===== config.mk =====
export PLATFORM = sky130hd
export DESIGN_NAME = display_select_ctrl
export DESIGN_NICKNAME = d
export VERILOG_FILES = /design/src/rtl/display_select_ctrl.sv
export SDC_FILE = /design/constraint.sdc
export NUM_CORES = 1
export LEC_CHECK = 0
export BUFFER_PORTS_ARGS = -buffer_cell sky130_fd_sc_hd__clkbuf_2
export CORE_MARGIN = 3
export CORE_UTILIZATION = 50
export CTS_CLUSTER_SIZE = 8
export DETAILED_ROUTE_END_ITERATION = 6
export MAX_ROUTING_LAYER = met4
export PLACE_DENSITY = 0.66
export SYNTH_ARGS = -nofsm -noshare
export SYNTH_HDL_FRONTEND = slang
export SYNTH_SLANG_ARGS = --single-unit

===== constraint.sdc =====
create_clock -name Clock -period 2.9 [get_ports Clock]
set_clock_uncertainty 0.2 [all_clocks]
set_input_delay 0.145 -clock Clock [delete_from_list [all_inputs] [get_ports Clock]]
set_output_delay 0.145 -clock Clock [all_outputs]
set_load 0.01 [all_outputs]

===== src/rtl/display_select_ctrl.sv =====
// display_select_ctrl: debounced Next/Prev/Show buttons and auto-cycle mode driving a display register selector
module display_select_ctrl #(
  parameter int DEBOUNCE_CYCLES = 50000,
  parameter int AUTO_PERIOD = 50000000,
  parameter int MAX_SELECT = 7
) (
  input  logic       Clock,
  input  logic       Reset_n,
  input  logic       KEY_Next_n,
  input  logic       KEY_Prev_n,
  input  logic       KEY_Show_n,
  input  logic       SW_Auto,
  output logic [4:0] Display_Select,
  output logic       Display_Enable,
  output logic       Select_Changed
);
  localparam int DW = DEBOUNCE_CYCLES > 1 ? $clog2(DEBOUNCE_CYCLES) : 1;
  localparam int AW = AUTO_PERIOD > 1 ? $clog2(AUTO_PERIOD) : 1;
  typedef enum logic [1:0] {OFF, SHOW, AUTO, REFRESH} state_t;
  logic [2:0] s1, s2, db;
  logic [1:0] db_last, press;
  logic [DW-1:0] cnt [3];
  logic a1, a2;
  state_t state, ret, mode, mode_nx, state_nx;
  logic [AW-1:0] acnt;
  logic tick, inc, dec, upd;
  logic [4:0] sel_nx;
  // two-flop synchronizers; buttons idle released (1), switch idle off (0)
  always_ff @(posedge Clock or negedge Reset_n)
    if (!Reset_n) begin
      s1 <= '1;
      s2 <= '1;
      a1 <= 1'b0;
      a2 <= 1'b0;
    end else begin
      s1 <= {KEY_Show_n, KEY_Prev_n, KEY_Next_n};
      s2 <= s1;
      a1 <= SW_Auto;
      a2 <= a1;
    end
  // per-button debounce: accept a new level after DEBOUNCE_CYCLES consecutive differing samples
  always_ff @(posedge Clock or negedge Reset_n)
    if (!Reset_n) begin
      db <= '1;
      for (int i = 0; i < 3; i++) cnt[i] <= '0;
    end else
      for (int i = 0; i < 3; i++)
        if (s2[i] == db[i]) cnt[i] <= '0;
        else if (cnt[i] == DW'(DEBOUNCE_CYCLES - 1)) begin
          db[i] <= s2[i];
          cnt[i] <= '0;
        end else cnt[i] <= cnt[i] + 1'b1;
  // registered one-cycle press pulses on debounced 1->0 of Next and Prev
  always_ff @(posedge Clock or negedge Reset_n)
    if (!Reset_n) begin
      db_last <= '1;
      press <= '0;
    end else begin
      db_last <= db[1:0];
      press <= db_last & ~db[1:0];
    end
  // mode decode, auto tick, next selection and next FSM state
  always_comb begin
    mode = state == REFRESH ? ret : state;
    mode_nx = a2 ? AUTO : mode == AUTO ? OFF : db[2] ? OFF : SHOW;
    tick = mode == AUTO && !(press[0] || press[1]) && acnt == AW'(AUTO_PERIOD - 1);
    inc = (press[0] && !press[1]) || tick;
    dec = press[1] && !press[0];
    upd = inc || dec;
    sel_nx = inc ? (Display_Select == 5'(MAX_SELECT) ? 5'd0 : Display_Select + 5'd1)
           : dec ? (Display_Select == 5'd0 ? 5'(MAX_SELECT) : Display_Select - 5'd1)
           : Display_Select;
    state_nx = upd && mode != OFF && mode_nx != OFF ? REFRESH : mode_nx;
  end
  // FSM, auto period counter and registered outputs
  always_ff @(posedge Clock or negedge Reset_n)
    if (!Reset_n) begin
      state <= OFF;
      ret <= OFF;
      acnt <= '0;
      Display_Select <= '0;
      Display_Enable <= 1'b1;
      Select_Changed <= 1'b0;
    end else begin
      state <= state_nx;
      ret <= mode_nx;
      acnt <= mode != AUTO || press[0] || press[1] || tick ? '0 : acnt + 1'b1;
      Display_Select <= sel_nx;
      Display_Enable <= !(state_nx == SHOW || state_nx == AUTO);
      Select_Changed <= upd;
    end
endmodule


==> results.md <==
- Number of buffers added by the clock tree synthesis step: 9
- Fillers: 784
- IO Count: 13
- Number of antenna violations at the first check in global routing: 0
- Post-CTS Repair Setup Buffers: 0
- CP Max Fanout: 6
- Via count of the first global-routing pass: approximately 3.3k
- Highest cell delay on the worst timing path: 0.57 ns
- Final number of hold-violating endpoints: 0
- Total GRT Usage: 0.172
- Signed area change from the synthesized netlist to the final layout: 10.3%
- Clock sinks: 100
- Type of the worst setup path: register to register
- Category of cells accounting for the largest share of critical-path delay: simple AND/OR/NAND/NOR gates
- Vert. Die Dim: 103 um
- Share of layout cells above drive strength 1: 0.118
- Post-synthesis average cell area: a little over 10 sq um
- Number of DRC markers after the initial detailed-route iteration: roughly 120
- # Max-Cap Violations: 0
- Clock tree from TritonCTS: built
- Number of cells on the worst reg-to-reg path: 5
- Share of the clock period used by the worst path after layout: 0.824
- FMAX: approximately 420 MHz
- Total Nets Final: 500
- Area of the mapped netlist: 4730 sq um
- Total number of cells along the worst setup path: 5
- Arrival @ worst endpoint: approximately 2.4 ns
- H-tree level count: 3
- Total grt overflow: 0
- Startpoint type of the worst setup path: register
- Leakage power: roughly 2.3 nW
- Placer's final routability congestion estimate: between 0.8 and 0.9
- Buf+Inv Stages, Crit Path: 0
- Fin crit period: roughly 2.4 ns
- Pin count of the biggest net entering global routing: 57
- Total nets after synthesis: between 400 and 500
- Transition time at the pin with the least slew margin: 0.747 ns
- Cell breakdown of the critical path: or4b_4 -> nor4_4 -> a41oi_1 -> nor2b_4 -> mux2_4
- Die ar.: between 10,000 and 15,000 sq um
- Effective utilization at floorplan: 0.527
- Number of gates given a new drive strength after cts: 0
- CP Launch Point: acnt[7]
- Result of the run: completed
- Global-route wire length before repair: 14.5 mm
- Setup TNS: 0 ns
- Count of warnings emitted by yosys: 0
- Maximum clock insertion buffer count: 2
- Final routed DRC violation total: 0
- Count of antenna-violating nets left after detailed routing: 0
- Critical R2R Launch: acnt[7]
- Clock slew at reported path FFs: about 0.090 ns
- DPL Wire Length: around 5.3 mm
- Power density cells: about 480 nW/um^2
- Asr flop ratio synth: 1.00
- Number of detailed-route iterations in the first pass: 4
- Count of antenna diodes in the layout: 0
- Core Rows: 34
- Vias/cell: between 5 and 6
- Count of final setup violators: 0
- Max IR drop VDD: roughly 0.31 mV
- Register area share after synthesis: 0.532
- Kind of end point of the critical path: register
- Core area: between 8000 and 9000 sq um
- Remaining max-slew budget at the tightest pin: 0.498
- Data required time at the worst endpoint: between 2 and 3 ns
- Root cell of the clock tree: sky130_fd_sc_hd__clkbuf_8
- Flops & latches, synth: 100
- Synth cell types: 49
- Min-delay worst type: register to register
- Final slew viol count: 0
- Number of enable flip-flop cells after synthesis: 0
- Most used DFF post-synth: sky130_fd_sc_hd__dfrtp_1
- Area of the multi-input gates: 2110 sq um
- Routed wirelength normalized by instance count: approximately 13 um
- Worst-case hold slack: about 0.15 ns
- Final WL: around 7.9 mm
- Setup repair after global routing missed its margin: no
- Number of instances on the worst hold path: 0
- Cells after synthesis: between 400 and 500
- Startpoint of the lowest-slack hold path: a1
- Count of buffers from port buffering: 12
- Power after layout: about 2.5 mW
- Master of the slowest instance on the critical path: sky130_fd_sc_hd__or4b_4
- Die span in x: 103 um
- Clock latency of the later-clocked register in the worst-skew pair: about 0.35 ns
- Count of vias placed by the detailed router: roughly 3.2k
- Register cell area after layout: between 2000 and 3000 sq um
where the power goes:
part	leakage [nW]	total [mW]	internal [mW]	switching (mW)
Clock	0.111	0.963	0.513	0.450
Combinational	0.867	0.0947	0.0312	0.0635
Sequential	1.33	1.44	1.42	0.0160
cell type report:
| class | count | area share |
|---|---|---|
| Sequential cell | 100 | 0.482 |
| Multi-Input combinational cell | 343 | 0.405 |
| Timing Repair Buffer | 23 | 0.0326 |
| Tap cell | 126 | 0.0302 |
| Clock buffer | 12 | 0.0278 |
| Clock inverter | 4 | 0.0141 |
| Inverter | 11 | 0.00791 |
cell usage after synthesis (2+ instances only):
| cell type | count | area (sq um) |
|---|---|---|
| sky130_fd_sc_hd__buf_2 | 2 | 10.0 |
| sky130_fd_sc_hd__nor4_1 | 3 | 18.8 |
| sky130_fd_sc_hd__a31oi_1 | 2 | 12.5 |
| sky130_fd_sc_hd__nand3_1 | 29 | 145 |
| sky130_fd_sc_hd__and4_1 | 5 | 43.8 |
| sky130_fd_sc_hd__and3_1 | 18 | 113 |
| sky130_fd_sc_hd__o21ai_0 | 9 | 45.0 |
| sky130_fd_sc_hd__xor2_1 | 42 | 368 |
| sky130_fd_sc_hd__dfstp_2 | 12 | 315 |
| sky130_fd_sc_hd__xnor2_1 | 28 | 245 |
| sky130_fd_sc_hd__dfrtp_1 | 88 | 2200 |
| sky130_fd_sc_hd__nand4_1 | 19 | 119 |
| sky130_fd_sc_hd__nand2b_1 | 2 | 12.5 |
| sky130_fd_sc_hd__nand2_1 | 36 | 135 |
| sky130_fd_sc_hd__nor3_1 | 9 | 45.0 |
| sky130_fd_sc_hd__inv_1 | 11 | 41.3 |
| sky130_fd_sc_hd__and2_1 | 2 | 12.5 |
| sky130_fd_sc_hd__nor2_1 | 92 | 345 |
| sky130_fd_sc_hd__clkbuf_1 | 7 | 26.3 |
| sky130_fd_sc_hd__ha_1 | 6 | 75.1 |
| sky130_fd_sc_hd__mux2_2 | 3 | 33.8 |
| sky130_fd_sc_hd__or3_1 | 3 | 18.8 |
| sky130_fd_sc_hd__nor2b_1 | 5 | 31.3 |
| sky130_fd_sc_hd__a21oi_1 | 5 | 25.0 |
| sky130_fd_sc_hd__nor4b_1 | 3 | 26.3 |
path summary, 6_finish.rpt:
check,endpoint,slack [ns]
min in group asynchronous,ret[0],0.19
worst min-delay path,a2,0.15
worst max-delay path,Display_Select[3],0.51
worst max register to register,Display_Select[3],0.51
worst min register to register,a2,0.15
max in group asynchronous,s1[1],1.57
registers in the layout (all words and copies together) (netlist names):
name / count
a1: 1
Display_Select: 5
Display_Enable: 1
state: 2
db: 3
s1: 3
db_last: 2
acnt: 26
cnt: 48
s2: 3
press: 2
a2: 1
ret: 2
Select_Changed: 1
layer usage:
layer | GRT usage | share of wire | wire length [um] | vias to the layer above
met1 | 0.220 | 0.49 | 3850 | 1575
li1 | - | - | - | 1621
met4 | 0.0448 | 0.0088 | 70 | 0
met2 | 0.277 | 0.48 | 3810 | 27
met5 | - | 0 | 0 | -
met3 | 0.0443 | 0.025 | 196 | 6
what timing repair did:
action	CTS	global route
setup endpoints to repair	0	0
hold endpoints to repair	55	0
hold buffers	5	0
cell families (layout without fill, tap and decap cells):
logic type	Yosys count	count (layout)	share of synthesized area
multiplexers	6	6	0.0177
AO/OA/AOI/OAI	26	26	0.0357
buffers and inverters	22	50	0.0217
XOR/XNOR	70	70	0.130
adder cells (fa/ha/maj)	6	6	0.0159
flip-flops	100	100	0.532
AND/OR/NAND/NOR	235	235	0.247
metrics by stage:
stage,instance area [sq um],std cells,util,setup slack [ns]
after floorplan,4730,465,-,0.663
after global placement,4950,598,0.551,0.560
after detailed placement,4950,598,0.551,0.529
after CTS,5220,619,0.581,0.512
after global routing,5220,619,0.581,0.427
final,5220,619,0.581,0.510
cell usage in the layout (no fill, tap or decap), drive strengths merged, types with 12 or more instances in the layout:
cell type / instances
nor2: 92
clkbuf: 23
dfstp: 12
xnor2: 28
xor2: 42
nand3: 30
nand2: 36
nand4: 19
dfrtp: 88
inv: 12
and3: 19
No activity file was read; power rests on OpenSTA's default activity.
